File: src/rtl/ic_tick_counter_display.sv
// ic_tick_counter_display
//   Three-digit decimal up/down event counter (000-999). It is driven by six
//   asynchronous command levels and shows the count on three active-high
//   7-segment displays and three status LEDs.
//
//   Commands (one per input, acting on its rising edge):
//     input_clock1_1 : +1
//     input_clock2_2 : +10
//     input_clock3_3 : +100
//     input_clock4_4 : -1
//     input_clock5_5 : clear value and flags
//     input_clock6_6 : toggle hold (freezes arithmetic)
//
//   Ports:
//     clk, rst (synchronous, active-high)
//     input_clock*_*                  async command levels
//     output_7_segment_display{1,2,3}_* segments a-g + dp
//                                     (display1 = units, 2 = tens, 3 = hundreds)
//     output_led4_0_31                sticky overflow
//     output_led5_0_32                sticky underflow
//     output_led6_0_33                hold state
//
//   Parameter SYNC_STAGES: flops per input synchronizer. It must be 2 or more.
//
//   Optional build macro LEADING_ZERO_BLANK_EN blanks leading-zero digits
//   (display3 when hundreds == 0, display2 when hundreds and tens are 0).
module ic_tick_counter_display #(
    parameter int SYNC_STAGES = 2
) (
    input  logic clk,
    input  logic rst,
    input  logic input_clock1_1,
    input  logic input_clock2_2,
    input  logic input_clock3_3,
    input  logic input_clock4_4,
    input  logic input_clock5_5,
    input  logic input_clock6_6,
    output logic output_7_segment_display1_a_top_11,
    output logic output_7_segment_display1_b_upper_right_12,
    output logic output_7_segment_display1_c_lower_right_14,
    output logic output_7_segment_display1_d_bottom_10,
    output logic output_7_segment_display1_e_lower_left_9,
    output logic output_7_segment_display1_f_upper_left_8,
    output logic output_7_segment_display1_g_middle_7,
    output logic output_7_segment_display1_dp_dot_13,
    output logic output_7_segment_display2_a_top_19,
    output logic output_7_segment_display2_b_upper_right_20,
    output logic output_7_segment_display2_c_lower_right_22,
    output logic output_7_segment_display2_d_bottom_18,
    output logic output_7_segment_display2_e_lower_left_17,
    output logic output_7_segment_display2_f_upper_left_16,
    output logic output_7_segment_display2_g_middle_15,
    output logic output_7_segment_display2_dp_dot_21,
    output logic output_7_segment_display3_a_top_27,
    output logic output_7_segment_display3_b_upper_right_28,
    output logic output_7_segment_display3_c_lower_right_30,
    output logic output_7_segment_display3_d_bottom_26,
    output logic output_7_segment_display3_e_lower_left_25,
    output logic output_7_segment_display3_f_upper_left_24,
    output logic output_7_segment_display3_g_middle_23,
    output logic output_7_segment_display3_dp_dot_29,
    output logic output_led4_0_31,
    output logic output_led5_0_32,
    output logic output_led6_0_33
);

    // Segment vector layout: {a, b, c, d, e, f, g}
    function automatic logic [6:0] seg_decode(input logic [3:0] digit);
        logic [6:0] seg;
        seg = 7'b0000000;
        case (digit)
            4'd0: seg = 7'b1111110;
            4'd1: seg = 7'b0110000;
            4'd2: seg = 7'b1101101;
            4'd3: seg = 7'b1111001;
            4'd4: seg = 7'b0110011;
            4'd5: seg = 7'b1011011;
            4'd6: seg = 7'b1011111;
            4'd7: seg = 7'b1110000;
            4'd8: seg = 7'b1111111;
            4'd9: seg = 7'b1111011;
            default: seg = 7'b0000000;
        endcase
        return seg;
    endfunction

    logic [5:0] in_raw;
    assign in_raw = {input_clock6_6, input_clock5_5, input_clock4_4,
                     input_clock3_3, input_clock2_2, input_clock1_1};

    // ---------------- input conditioning ----------------
    logic [5:0]             sync_q [SYNC_STAGES];
    logic [5:0]             edge_q;
    logic [SYNC_STAGES-1:0] fill_q;
    logic                   filled;
    logic [5:0]             pulse;

    // After reset the synchronizer holds zeros that were forced, not sampled.
    // edge_q is kept at 1 until the chain has refilled with real samples.
    // This stops a level held high through reset from looking like a new
    // rising edge.
    assign filled = fill_q[SYNC_STAGES-1];
    assign pulse  = sync_q[SYNC_STAGES-1] & ~edge_q;

    always_ff @(posedge clk) begin
        if (rst) begin
            for (int i = 0; i < SYNC_STAGES; i++) sync_q[i] <= '0;
            edge_q <= '1;
            fill_q <= '0;
        end else begin
            sync_q[0] <= in_raw;
            for (int i = 1; i < SYNC_STAGES; i++) sync_q[i] <= sync_q[i-1];
            fill_q <= {fill_q[SYNC_STAGES-2:0], 1'b1};
            edge_q <= filled ? sync_q[SYNC_STAGES-1] : 6'b111111;
        end
    end

    // ---------------- counter core ----------------
    logic [9:0]  value_q;
    logic        overflow_q;
    logic        underflow_q;
    logic        hold_q;

    logic [10:0] sum_up;
    logic [10:0] sum_net;
    logic [10:0] sum_wrap;
    logic [9:0]  next_value;
    logic        next_ovf;
    logic        next_udf;

    always_comb begin
        sum_up = {1'b0, value_q} + {10'd0, pulse[0]}
               + (pulse[1] ? 11'd10 : 11'd0)
               + (pulse[2] ? 11'd100 : 11'd0);
        sum_net    = sum_up - {10'd0, pulse[3]};
        sum_wrap   = sum_net - 11'd1000;
        next_ovf   = 1'b0;
        next_udf   = 1'b0;
        next_value = sum_net[9:0];
        // Only a -1 from 0 with no increments can go negative.
        if (pulse[3] && (sum_up == 11'd0)) begin
            next_value = 10'd999;
            next_udf   = 1'b1;
        end else if (sum_net >= 11'd1000) begin
            next_value = sum_wrap[9:0];
            next_ovf   = 1'b1;
        end
    end

    always_ff @(posedge clk) begin
        if (rst) begin
            value_q     <= '0;
            overflow_q  <= 1'b0;
            underflow_q <= 1'b0;
            hold_q      <= 1'b0;
        end else begin
            if (pulse[4]) begin
                value_q     <= '0;
                overflow_q  <= 1'b0;
                underflow_q <= 1'b0;
            end else if (!hold_q) begin
                // hold_q here is the value before any toggle in this cycle.
                value_q <= next_value;
                if (next_ovf) overflow_q  <= 1'b1;
                if (next_udf) underflow_q <= 1'b1;
            end
            if (pulse[5]) hold_q <= ~hold_q;
        end
    end

    // ---------------- binary to BCD and display ----------------
    logic [9:0] hund_full, rem_h, tens_full, units_full;
    logic [3:0] hund_d, tens_d, units_d;
    logic [6:0] seg1, seg2, seg3;
    logic       blank2, blank3;

    always_comb begin
        hund_full  = value_q / 10'd100;
        rem_h      = value_q - hund_full * 10'd100;
        tens_full  = rem_h / 10'd10;
        units_full = rem_h - tens_full * 10'd10;
        hund_d     = hund_full[3:0];
        tens_d     = tens_full[3:0];
        units_d    = units_full[3:0];
    end

`ifdef LEADING_ZERO_BLANK_EN
    assign blank3 = (hund_d == 4'd0);
    assign blank2 = (hund_d == 4'd0) && (tens_d == 4'd0);
`else
    assign blank3 = 1'b0;
    assign blank2 = 1'b0;
`endif

    assign seg1 = seg_decode(units_d);
    assign seg2 = blank2 ? 7'b0000000 : seg_decode(tens_d);
    assign seg3 = blank3 ? 7'b0000000 : seg_decode(hund_d);

    assign {output_7_segment_display1_a_top_11,
            output_7_segment_display1_b_upper_right_12,
            output_7_segment_display1_c_lower_right_14,
            output_7_segment_display1_d_bottom_10,
            output_7_segment_display1_e_lower_left_9,
            output_7_segment_display1_f_upper_left_8,
            output_7_segment_display1_g_middle_7} = seg1;
    assign {output_7_segment_display2_a_top_19,
            output_7_segment_display2_b_upper_right_20,
            output_7_segment_display2_c_lower_right_22,
            output_7_segment_display2_d_bottom_18,
            output_7_segment_display2_e_lower_left_17,
            output_7_segment_display2_f_upper_left_16,
            output_7_segment_display2_g_middle_15} = seg2;
    assign {output_7_segment_display3_a_top_27,
            output_7_segment_display3_b_upper_right_28,
            output_7_segment_display3_c_lower_right_30,
            output_7_segment_display3_d_bottom_26,
            output_7_segment_display3_e_lower_left_25,
            output_7_segment_display3_f_upper_left_24,
            output_7_segment_display3_g_middle_23} = seg3;

    assign output_7_segment_display1_dp_dot_13 = hold_q;
    assign output_7_segment_display2_dp_dot_21 = 1'b0;
    assign output_7_segment_display3_dp_dot_29 = 1'b0;

    assign output_led4_0_31 = overflow_q;
    assign output_led5_0_32 = underflow_q;
    assign output_led6_0_33 = hold_q;

endmodule

File: config.mk
export PLATFORM = sky130hd
export DESIGN_NAME = ic_tick_counter_display
export DESIGN_NICKNAME = d
export VERILOG_FILES = /design/src/rtl/ic_tick_counter_display.sv
export SDC_FILE = /design/constraint.sdc
export NUM_CORES = 1
export LEC_CHECK = 0
export BUFFER_PORTS_ARGS = -buffer_cell sky130_fd_sc_hd__buf_2
export CAP_MARGIN = 20
export CORE_ASPECT_RATIO = 0.75
export CORE_MARGIN = 2
export CORE_UTILIZATION = 30
export CTS_BUF_LIST = sky130_fd_sc_hd__clkbuf_8 sky130_fd_sc_hd__clkbuf_16
export CTS_CLUSTER_SIZE = 12
export DETAILED_ROUTE_END_ITERATION = 12
export PLACE_DENSITY = 0.58
export SLEW_MARGIN = 10
export SYNTH_ARGS = -nofsm -noshare
export SYNTH_HDL_FRONTEND = slang
export SYNTH_SLANG_ARGS = --single-unit
File: constraint.sdc
create_clock -name clk -period 10.6 [get_ports clk]
set_clock_uncertainty 0.05 [all_clocks]
set_input_delay 0.53 -clock clk [delete_from_list [all_inputs] [get_ports clk]]
set_output_delay 0.53 -clock clk [all_outputs]
set_load 0.05 [all_outputs]
Yosys cells after proc, flatten, opt, wreduce, memory -nomap -nowiden
Memories as Yosys holds them, arrays and structs flattened.
Index checks and enable logic that the tools add are counted.
Widths: inputs -> output; s select.
- flip-flop bits (word level): 21
- bits in writable memories: 12
- bits in read-only memories: 336
- input port bits: 8
- output and inout bits: 27
- word-level logic and storage cells: 48
- memories: 4
- memories (memory ; depth ; width ; rd ports ; clocked after Yosys merged registers in ; wr ports ; RTL line ; RTL):
    (name not given) ; 16 ; 7 ; 1 ; 0 ; 0 ; 71 ; case (digit)
    (name not given) ; 16 ; 7 ; 1 ; 0 ; 0 ; 71 ;
    (name not given) ; 16 ; 7 ; 1 ; 0 ; 0 ; 71 ;
    sync_q ; 2 ; 6 ; 2 ; 0 ; 2 ; 92 ; logic [5:0] sync_q [SYNC_STAGES];
- $add $sub $neg: 7
- multipliers: 2
- divide/modulo/power cells: 2
- magnitude comparators: 1
- muxes and demuxes: 13
- bitwise gates (word level): 6
- reduce and logical (&&, ||, !) cells: 6
- operator list (cell ; number):
    $mux 10 ; 2
    $mux 6 ; 2
    $add 10x1->11 ; 1
    $add 11x4->11 ; 1
    $add 11x7->11 ; 1
    $ge 11x10->1 const B ; 1
    $logic_not 11->1 ; 1
    $sub 11x1->11 ; 1
    $div 10x4->10 const B ; 1
    $div 10x7->10 const B ; 1
    $mul 10x3->3 const B ; 1
    $mul 10x5->8 const B ; 1
    $sub 10x10->10 ; 1
    $sub 10x10->10 const B ; 1
    $mux 1 ; 7
    $mux 7 ; 1
    $and 6x6->6 ; 1
    $not 6->6 ; 1
    $mux 4 ; 1
    $reduce_and 2->1 ; 2
    $reduce_or 2->1 ; 2
    $sub 4x4->4 ; 1
    $not 1->1 ; 2
    $or 1x1->1 ; 2
    $logic_and 1x1->1 ; 1

Depth between registers and ports, before layout
Gate-level depths: netlist (run 1).
- depth in word-level cells: 10
- depth in mapped cells: 48
- gate-level depth less buffers: 47

Least setup slack after synthesis (run 1)
Ideal clock, no wire load.
- kind: register -> output
- start point: reg value_q[5]
- end point: out output_7_segment_display1_g_middle_7
- arrival time: 10.169 ns
- required time: 10.020 ns
- setup slack: -0.149 ns
- stages on the path, launching flop included: 46
- cells stage by stage: dfxtp_1 -> clkbuf_1 -> or3_1 -> nand3_1 -> inv_1 -> nor2_1 -> clkinv_1 -> nor2_1 -> o21ai_0 -> maj3_1 -> nand3_1 -> o21ai_0 -> nand2_1 -> o31ai_1 -> a21oi_1 -> o21ai_0 -> o21ai_0 -> ha_1 -> (+10 left out) -> o211ai_1 -> xnor2_1 -> a2bb2oi_1 -> o32ai_1 -> a221o_1 -> inv_1 -> ha_1 -> nor2b_1 -> nor2_1 -> a2111oi_2 -> or2_2 -> o311ai_0 -> ha_1 -> fa_1 -> xnor2_1 -> xnor2_4 -> xnor2_1 -> o21ai_1
- cells in the longest elaborated chain, start to end: 7
- RTL lines (element ; RTL line ; RTL):
    start: declaration ; 119 ; logic [9:0] value_q;
    start signal: assignment ; 163 ; value_q <= next_value;
    $div 10x7->10 ; 178 ; hund_full = value_q / 10'd100;
    $mul 10x5->8 ; 179 ; rem_h = value_q - hund_full * 10'd100;
    $sub 10x10->10 * ; 179 ;
    $div 10x4->10 ; 180 ; tens_full = rem_h / 10'd10;
    $mul 10x3->3 ; 181 ; units_full = rem_h - tens_full * 10'd10;
    $sub 4x4->4 * ; 181 ;
    $mem_v2 16x7 * ; n/a ;
    end: declaration ; 44 ; output logic output_7_segment_display1_g_middle_7,
Every way passes the cells marked *; elsewhere a longest branch is shown, timed or not.

Worst setup path in the final report (run 1)
- start point: reg value_q[5]
- end point: out output_7_segment_display1_c_lower_right_14
- cells in the longest elaborated chain, start to end: 7
- RTL lines (element ; RTL line ; RTL):
    $div 10x7->10 ; 178 ;
    $mul 10x5->8 ; 179 ;
    $sub 10x10->10 * ; 179 ;
    $div 10x4->10 ; 180 ;
    $mul 10x3->3 ; 181 ;
    $sub 4x4->4 * ; 181 ;
    $mem_v2 16x7 * ; n/a ;
    end: declaration ; 40 ; output logic output_7_segment_display1_c_lower_right_14,
Marked as above.

==> impl_metrics.tcl, run 1 <==
set metrics [dict create \
    clk_path_buf_depth 2 \
    antenna_diodes 0 \
    grt_first_pass_wirelength_mm 16.4 \
    synthToLayoutAreaGrowth_pct 21.0 \
    worst_slew_pin_slew_ps 878 \
    edff_count_synth 0 \
    setup-violations-final 0 \
    core_box_area_sq_um 12900 \
    cts_hold_bufs 0 \
    worstSetupEndpointType "output port" \
    final_net_count 621 \
    syn_inst 519 \
    slew_violations 0 \
    final.period_utilization_pct 95.1 \
    synth_largest_type_area_fraction_pct 16.8 \
    synth.top_cells.by_area "sky130_fd_sc_hd__dfxtp_1 (17%), sky130_fd_sc_hd__ha_1 (15%), sky130_fd_sc_hd__xnor2_1 (5.1%)" \
    yosys_top_cell_by_area "sky130_fd_sc_hd__dfxtp_1" \
    f_max_mhz 99.2 \
    dpl_cell_area_sq_um 4340 \
    die_height_microns 103 \
    critical-path-slowest-cell "sky130_fd_sc_hd__or3_4" \
    finalCriticalPeriod_ps 10080 \
    worst-endpoint-required_ps 10020 \
    worstPathArrival_ps 9500 \
    synth-seq-cells 33 \
    final_util_pct 36.9 \
    critical-path-top-delay-family "compound AO/OA/AOI/OAI gates" \
    overflow 0 \
    drt_pass1_iterations 5 \
    ys_warn_count 0 \
    die-area_sq_um 14000 \
    grt_start_max_net_pins 19 \
    maxCapViolCount 0 \
    tns_ps 0 \
    timing.reg2reg.setup_slack_ps 6090 \
    layout-drive-gt1-share_pct 19.5 \
    clk_latency_ps 280 \
    clock_tree_from_tritoncts "done" \
    antenna_found_initial 0 \
    via_count 3837 \
    synth_area_per_cell_sq_um 7.57 \
    gr-usage-all-layers_pct 14.1 \
    layout.cell_area.non_filler_sq_um 4750 \
    gp_routability_congestion 0.877 \
    numPortBuffers 32 \
    grt_pass1_vias 3443 \
    synth_flop_cell "sky130_fd_sc_hd__dfxtp_1" \
    tritoncts.num_buffers 5 \
    detailedPlacementHpwl_mm 7.52 \
    critPathBufInv 6 \
    synth_sequential_area_ratio_pct 16.8 \
    timing.critical_path.from_type "flop" \
    timing.final.hold_violations 0 \
    mappedNetlistArea_sq_um 3930 \
    path_common_cell "sky130_fd_sc_hd__ha_1" \
    synth.distinct_cells 73 \
    maxSlewHeadroom_pct 41.0 \
    clock_sinks 33 \
    setup.worst_path.class "reg -> out" \
    antenna_violating_nets_remaining 0 \
    crit_fanout 11 \
    drt_total_wl_mm 10.2 \
    core.rowCount 36 \
    slowest_delay_ps 400 \
    first_iter_violations 236 \
    initial_utilization_pct 30.5 \
    die_width_microns 136 \
    outcome "completed" \
    postSynth.asyncResetShare_pct 0 \
    drcViolationCount 0 \
    avgViaCountPerCell 5.21 \
    clk_root_buffer_cell "sky130_fd_sc_hd__clkbuf_16" \
    path_clk_slew_ps 50 \
    hp-class "reg -> reg" \
    h-tree-depth 2 \
    detail_route.wl_per_cell_microns 13.8 \
    io_pins 35 \
]
cell usage after synthesis (4+ instances only):
cell type and number:
sky130_fd_sc_hd__a21oi_1 40, sky130_fd_sc_hd__a221oi_1 5, sky130_fd_sc_hd__and3_1 5, sky130_fd_sc_hd__a211o_1 4, sky130_fd_sc_hd__nor2b_1 25, sky130_fd_sc_hd__ha_1 46, sky130_fd_sc_hd__a211oi_1 4, sky130_fd_sc_hd__a31oi_1 4
sky130_fd_sc_hd__nand3_1 11, sky130_fd_sc_hd__o21ai_0 26, sky130_fd_sc_hd__or3_1 7, sky130_fd_sc_hd__nand2b_1 12, sky130_fd_sc_hd__nor2_1 52, sky130_fd_sc_hd__o22ai_1 5, sky130_fd_sc_hd__xor2_1 10, sky130_fd_sc_hd__nor3_1 13
sky130_fd_sc_hd__inv_1 28, sky130_fd_sc_hd__xnor2_1 23, sky130_fd_sc_hd__a21o_1 10, sky130_fd_sc_hd__clkbuf_1 11, sky130_fd_sc_hd__nand2_1 53, sky130_fd_sc_hd__nor4_1 6, sky130_fd_sc_hd__mux2i_1 5, sky130_fd_sc_hd__dfxtp_1 33
sky130_fd_sc_hd__and2_1 8, sky130_fd_sc_hd__o21ai_1 4
cell usage in the layout (no fill, tap or decap), types with 13 or more instances in the layout:
master                     n
sky130_fd_sc_hd__dfxtp_1  30
sky130_fd_sc_hd__o21ai_0  23
sky130_fd_sc_hd__buf_2    28
sky130_fd_sc_hd__buf_4    21
sky130_fd_sc_hd__nand2_1  53
sky130_fd_sc_hd__nor2b_1  24
sky130_fd_sc_hd__nor2_1   48
sky130_fd_sc_hd__xnor2_1  21
sky130_fd_sc_hd__nor3_1   13
sky130_fd_sc_hd__ha_1     44
sky130_fd_sc_hd__inv_1    28
sky130_fd_sc_hd__a21oi_1  38
state kept, by name, indices dropped and copies added, names as in the netlist:
name / flops
edge_q: 6
output_led5_0_32: 1
sync_q: 12
output_led4_0_31: 1
output_7_segment_display1_dp_dot_13: 1
value_q: 10
fill_q: 2
routing by layer:
metal | part of all wire [%] | routed length, microns | up-vias | GRT usage (%)
met1 | 51 | 5140 | 1786 | 20.9
li1 | - | - | 1939 | -
met5 | 0 | 0 | - | 0
met4 | 0.90 | 91 | 0 | 2.88
met2 | 44 | 4470 | 102 | 21.9
met3 | 4.5 | 462 | 10 | 1.57
layout make-up:
class                   count  area, sq um
clock inverters             2         33.8
inverters                  29          109
flip-flops and latches     33          664
multi-input cells         442         3260
well taps                 171          214
clock buffers               6          139
fillers                  1373         8130
repair buffers             53          328
what timing repair did:
item                       4_1_cts  5_1_grt
setup endpoints to repair        7       12
resized for setup                9       36
pin swaps                        3       11
buffers inserted                 1        6
worst register-to-register path: stages (launching register included):
cell,delay [ps]
sky130_fd_sc_hd__dfxtp_1,300
sky130_fd_sc_hd__nor2b_1,130
sky130_fd_sc_hd__ha_1,200
sky130_fd_sc_hd__fa_1,410
sky130_fd_sc_hd__a21o_1,170
sky130_fd_sc_hd__a21oi_1,380
sky130_fd_sc_hd__o21bai_1,180
sky130_fd_sc_hd__xor2_1,190
sky130_fd_sc_hd__nor3_1,410
sky130_fd_sc_hd__o21ai_0,120
sky130_fd_sc_hd__o2bb2a_1,330
sky130_fd_sc_hd__and3_1,160
sky130_fd_sc_hd__maj3_1,340
sky130_fd_sc_hd__a31oi_1,500
sky130_fd_sc_hd__nor2_1,130
sky130_fd_sc_hd__xor2_1,170
sky130_fd_sc_hd__a221oi_1,250
worst paths after layout:
path                                                              endpoint    startpoint  cells past startpoint
worst min register to register                                   edge_q[3]  sync_q[0][9]                      1
worst max-delay path            output_7_segment_display1_c_lower_right_14    value_q[5]                     47
worst min-delay path                                             edge_q[3]  sync_q[0][9]                      1
worst max register to register                                  value_q[6]  sync_q[0][6]                     16
cell families after synthesis:
| kind of cell | count (synthesis) | synth area share, % |
|---|---|---|
| buf+inv | 45 | 4.65 |
| fa+ha+maj | 51 | 16.7 |
| xor+xnor | 35 | 8.64 |
| mux | 7 | 1.85 |
| simple gates | 202 | 25.2 |
| flops | 33 | 16.8 |
| other cells | 1 | 0.0955 |
| compound gates | 145 | 26.0 |
metrics by stage:
| stage | std cells | hold slack, ps | setup slack [ps] |
|---|---|---|---|
| after global routing | 736 | 386 | -48.4 |
| after detailed placement | 721 | 362 | -72.1 |
| after global placement | 721 | 359 | 274 |
| after floorplan | 520 | 352 | -4.78 |
| after CTS | 730 | 374 | 117 |
| final | 736 | 372 | 517 |
Power of run 1 is left out: the tool's default activity adds up to more than one toggle a clock period on the data nets, which glitch-free logic cannot reach.
==> run 2: changes to the inputs <==
PLACE_DENSITY = not set   (was 0.58)
==> run 2 against run 1 <==
Against the previous run:
- register-to-register slack worse by 120 ps
- flip-flop and latch count unchanged
- worst setup slack better by 120 ps
- worst hold slack better by 1.2 ps
- first-iteration DRC count up 4.2%
- fmax up 1.2%
- wire length down 1.9%
- clock-buffer cell count down 1
- die area unchanged
- sequential share of layout area down 0.39 points
- highest routed layer unchanged
- cell area up 2.7%
- non-clock buffer count up 14
==> impl_metrics.tcl, run 2 (synthesized netlist as in run 1, its figures left out) <==
set metrics [dict create \
    placed_cells_incl_taps 725 \
    tritoncts.num_buffers 5 \
    numPortBuffers 32 \
    clock_sinks 33 \
    path_clk_slew_ps 60 \
    die-area_sq_um 14000 \
    gp_routability_congestion 0.886 \
    final_util_pct 37.9 \
    timing.critical_path.from_type "flop" \
    die_height_microns 103 \
    outcome "completed" \
    area.sequential_sq_um 663 \
    drt_total_wl_mm 9.97 \
    largest_reg_flops 12 \
    slowest_delay_ps 440 \
    timing.reg2reg.worst_path_depth 15 \
    avgViaCountPerCell 5.11 \
    critPathCapture "output_7_segment_display1_g_middle_7" \
    post_layout_nonfiller_instances 751 \
    finalCriticalPeriod_ps 9960 \
    clk_latency_ps 280 \
    drt_pass1_iterations 4 \
    worst_r2r_start "value_q[0]" \
    layout_commonest_cell "sky130_fd_sc_hd__nand2_1" \
    antenna_found_initial 0 \
    initial_utilization_pct 30.5 \
    layout-drive-gt1-share_pct 21.7 \
    cts_hold_bufs 0 \
    grt_start_max_net_pins 19 \
    f_max_mhz 100 \
    final_cell_mix "sky130_fd_sc_hd__nand2_1 (52), sky130_fd_sc_hd__nor2_1 (48), sky130_fd_sc_hd__ha_1 (45)" \
    hp-class "reg -> reg" \
    r2r-end "value_q[9]" \
    clk_root_buffer_cell "sky130_fd_sc_hd__clkbuf_16" \
    first_iter_violations 246 \
    reg_top3 "sync_q: 12 flops, value_q: 10 flops, edge_q: 6 flops" \
    drcViolationCount 0 \
    detail_route.wl_per_cell_microns 13.3 \
    gr-usage-all-layers_pct 13.6 \
    grt_first_pass_wirelength_mm 15.9 \
    clock_tree_from_tritoncts "done" \
    top_register "sync_q" \
    die_width_microns 136 \
    slew_violations 0 \
    maxSlewHeadroom_pct 47.2 \
    via_count 3835 \
    h-tree-depth 2 \
    core.rowCount 36 \
    fillers 1327 \
    timing.final.hold_violations 0 \
    clk_path_buf_depth 2 \
    tns_ps 0 \
    setup.worst_path.class "reg -> out" \
    antenna_diodes 0 \
    crit_path_start "value_q[5]" \
    detailedPlacementHpwl_mm 7.33 \
    timing.reg2reg.setup_slack_ps 5970 \
    worstPathArrival_ps 9380 \
    multi_input_area_sq_um 3280 \
    maxCapViolCount 0 \
    io_pins 35 \
    final_net_count 636 \
    synthToLayoutAreaGrowth_pct 24.3 \
    worstSetupEndpointType "output port" \
    dpl_cell_area_sq_um 4370 \
    final.period_utilization_pct 94.0 \
    grt_pass1_vias 3429 \
    core_box_area_sq_um 12900 \
    critical-path-slowest-cell "sky130_fd_sc_hd__a2111oi_4" \
    crit_fanout 11 \
    layout.cell_area.non_filler_sq_um 4880 \
    overflow 0 \
    worst_slew_pin_slew_ps 786 \
    setup-violations-final 0 \
    worst-endpoint-required_ps 10020 \
    antenna_violating_nets_remaining 0 \
]
[run 2: changes by cell type in the layout (fill, tap and decap cells not counted), sizes merged]
cell      previous run  this run
buf                 49        67
clkbuf              10         5
clkinv               0         1
clkinvlp             0         1
inv                 30        29
xnor2               24        25
[run 2: how the worst min path moves through the flow]
stage,from,endpoint,slack (ps),cells after the start
3_3_place_gp,sync_q[0][4],sync_q[0][10],370,1
6_report,sync_q[0][11],edge_q[5],370,1
4_1_cts,sync_q[0][11],edge_q[5],380,1
5_1_grt,sync_q[0][9],edge_q[3],400,1
2_1_floorplan,sync_q[0][6],edge_q[0],350,1
3_5_place_dp,sync_q[0][11],edge_q[5],370,1
[run 2: what timing repair did]
item                       CTS  global route
gates resized for setup     16            33
cloned                       1             1
pin swaps                    5            16
setup buffers                3            13
setup endpoints to repair    7            14
[run 2: cell type report]
type                            instances  share of cell area, %
Clock inverter                          3                  0.949
Multi-Input combinational cell        443                   67.3
Timing Repair Buffer                   67                   8.97
Sequential cell                        33                   13.6
Inverter                               29                   2.23
Tap cell                              171                   4.38
Clock buffer                            5                   2.56
[run 2: stage by stage]
stage               hold slack [ps]  worst slack (ps)
global route                    405             -53.2
detailed placement              367              -262
global placement                366              97.5
finish                          373               636
floorplan                       352             -4.78
CTS                             378              31.7
[run 2: worst max-delay path, delay by kind of cell (launching register included)]
kind	cells	cell delay [ps]
AOI/OAI and AO/OA	13	2590
xor gates and xnor gates	3	490
adders and majority gates	8	2460
buffers and inverters	7	980
DFF	1	380
and+or+nand+nor	14	2180
[run 2: routing by layer]
metal	vias to the layer above	GRT usage, %	part of all wire (%)
met2	65	21.7	45
li1	1986	-	-
met4	0	2.64	0.94
met3	12	1.43	2.4
met1	1772	19.9	52
met5	-	0	0
Power of run 2 is left out for the same reason.
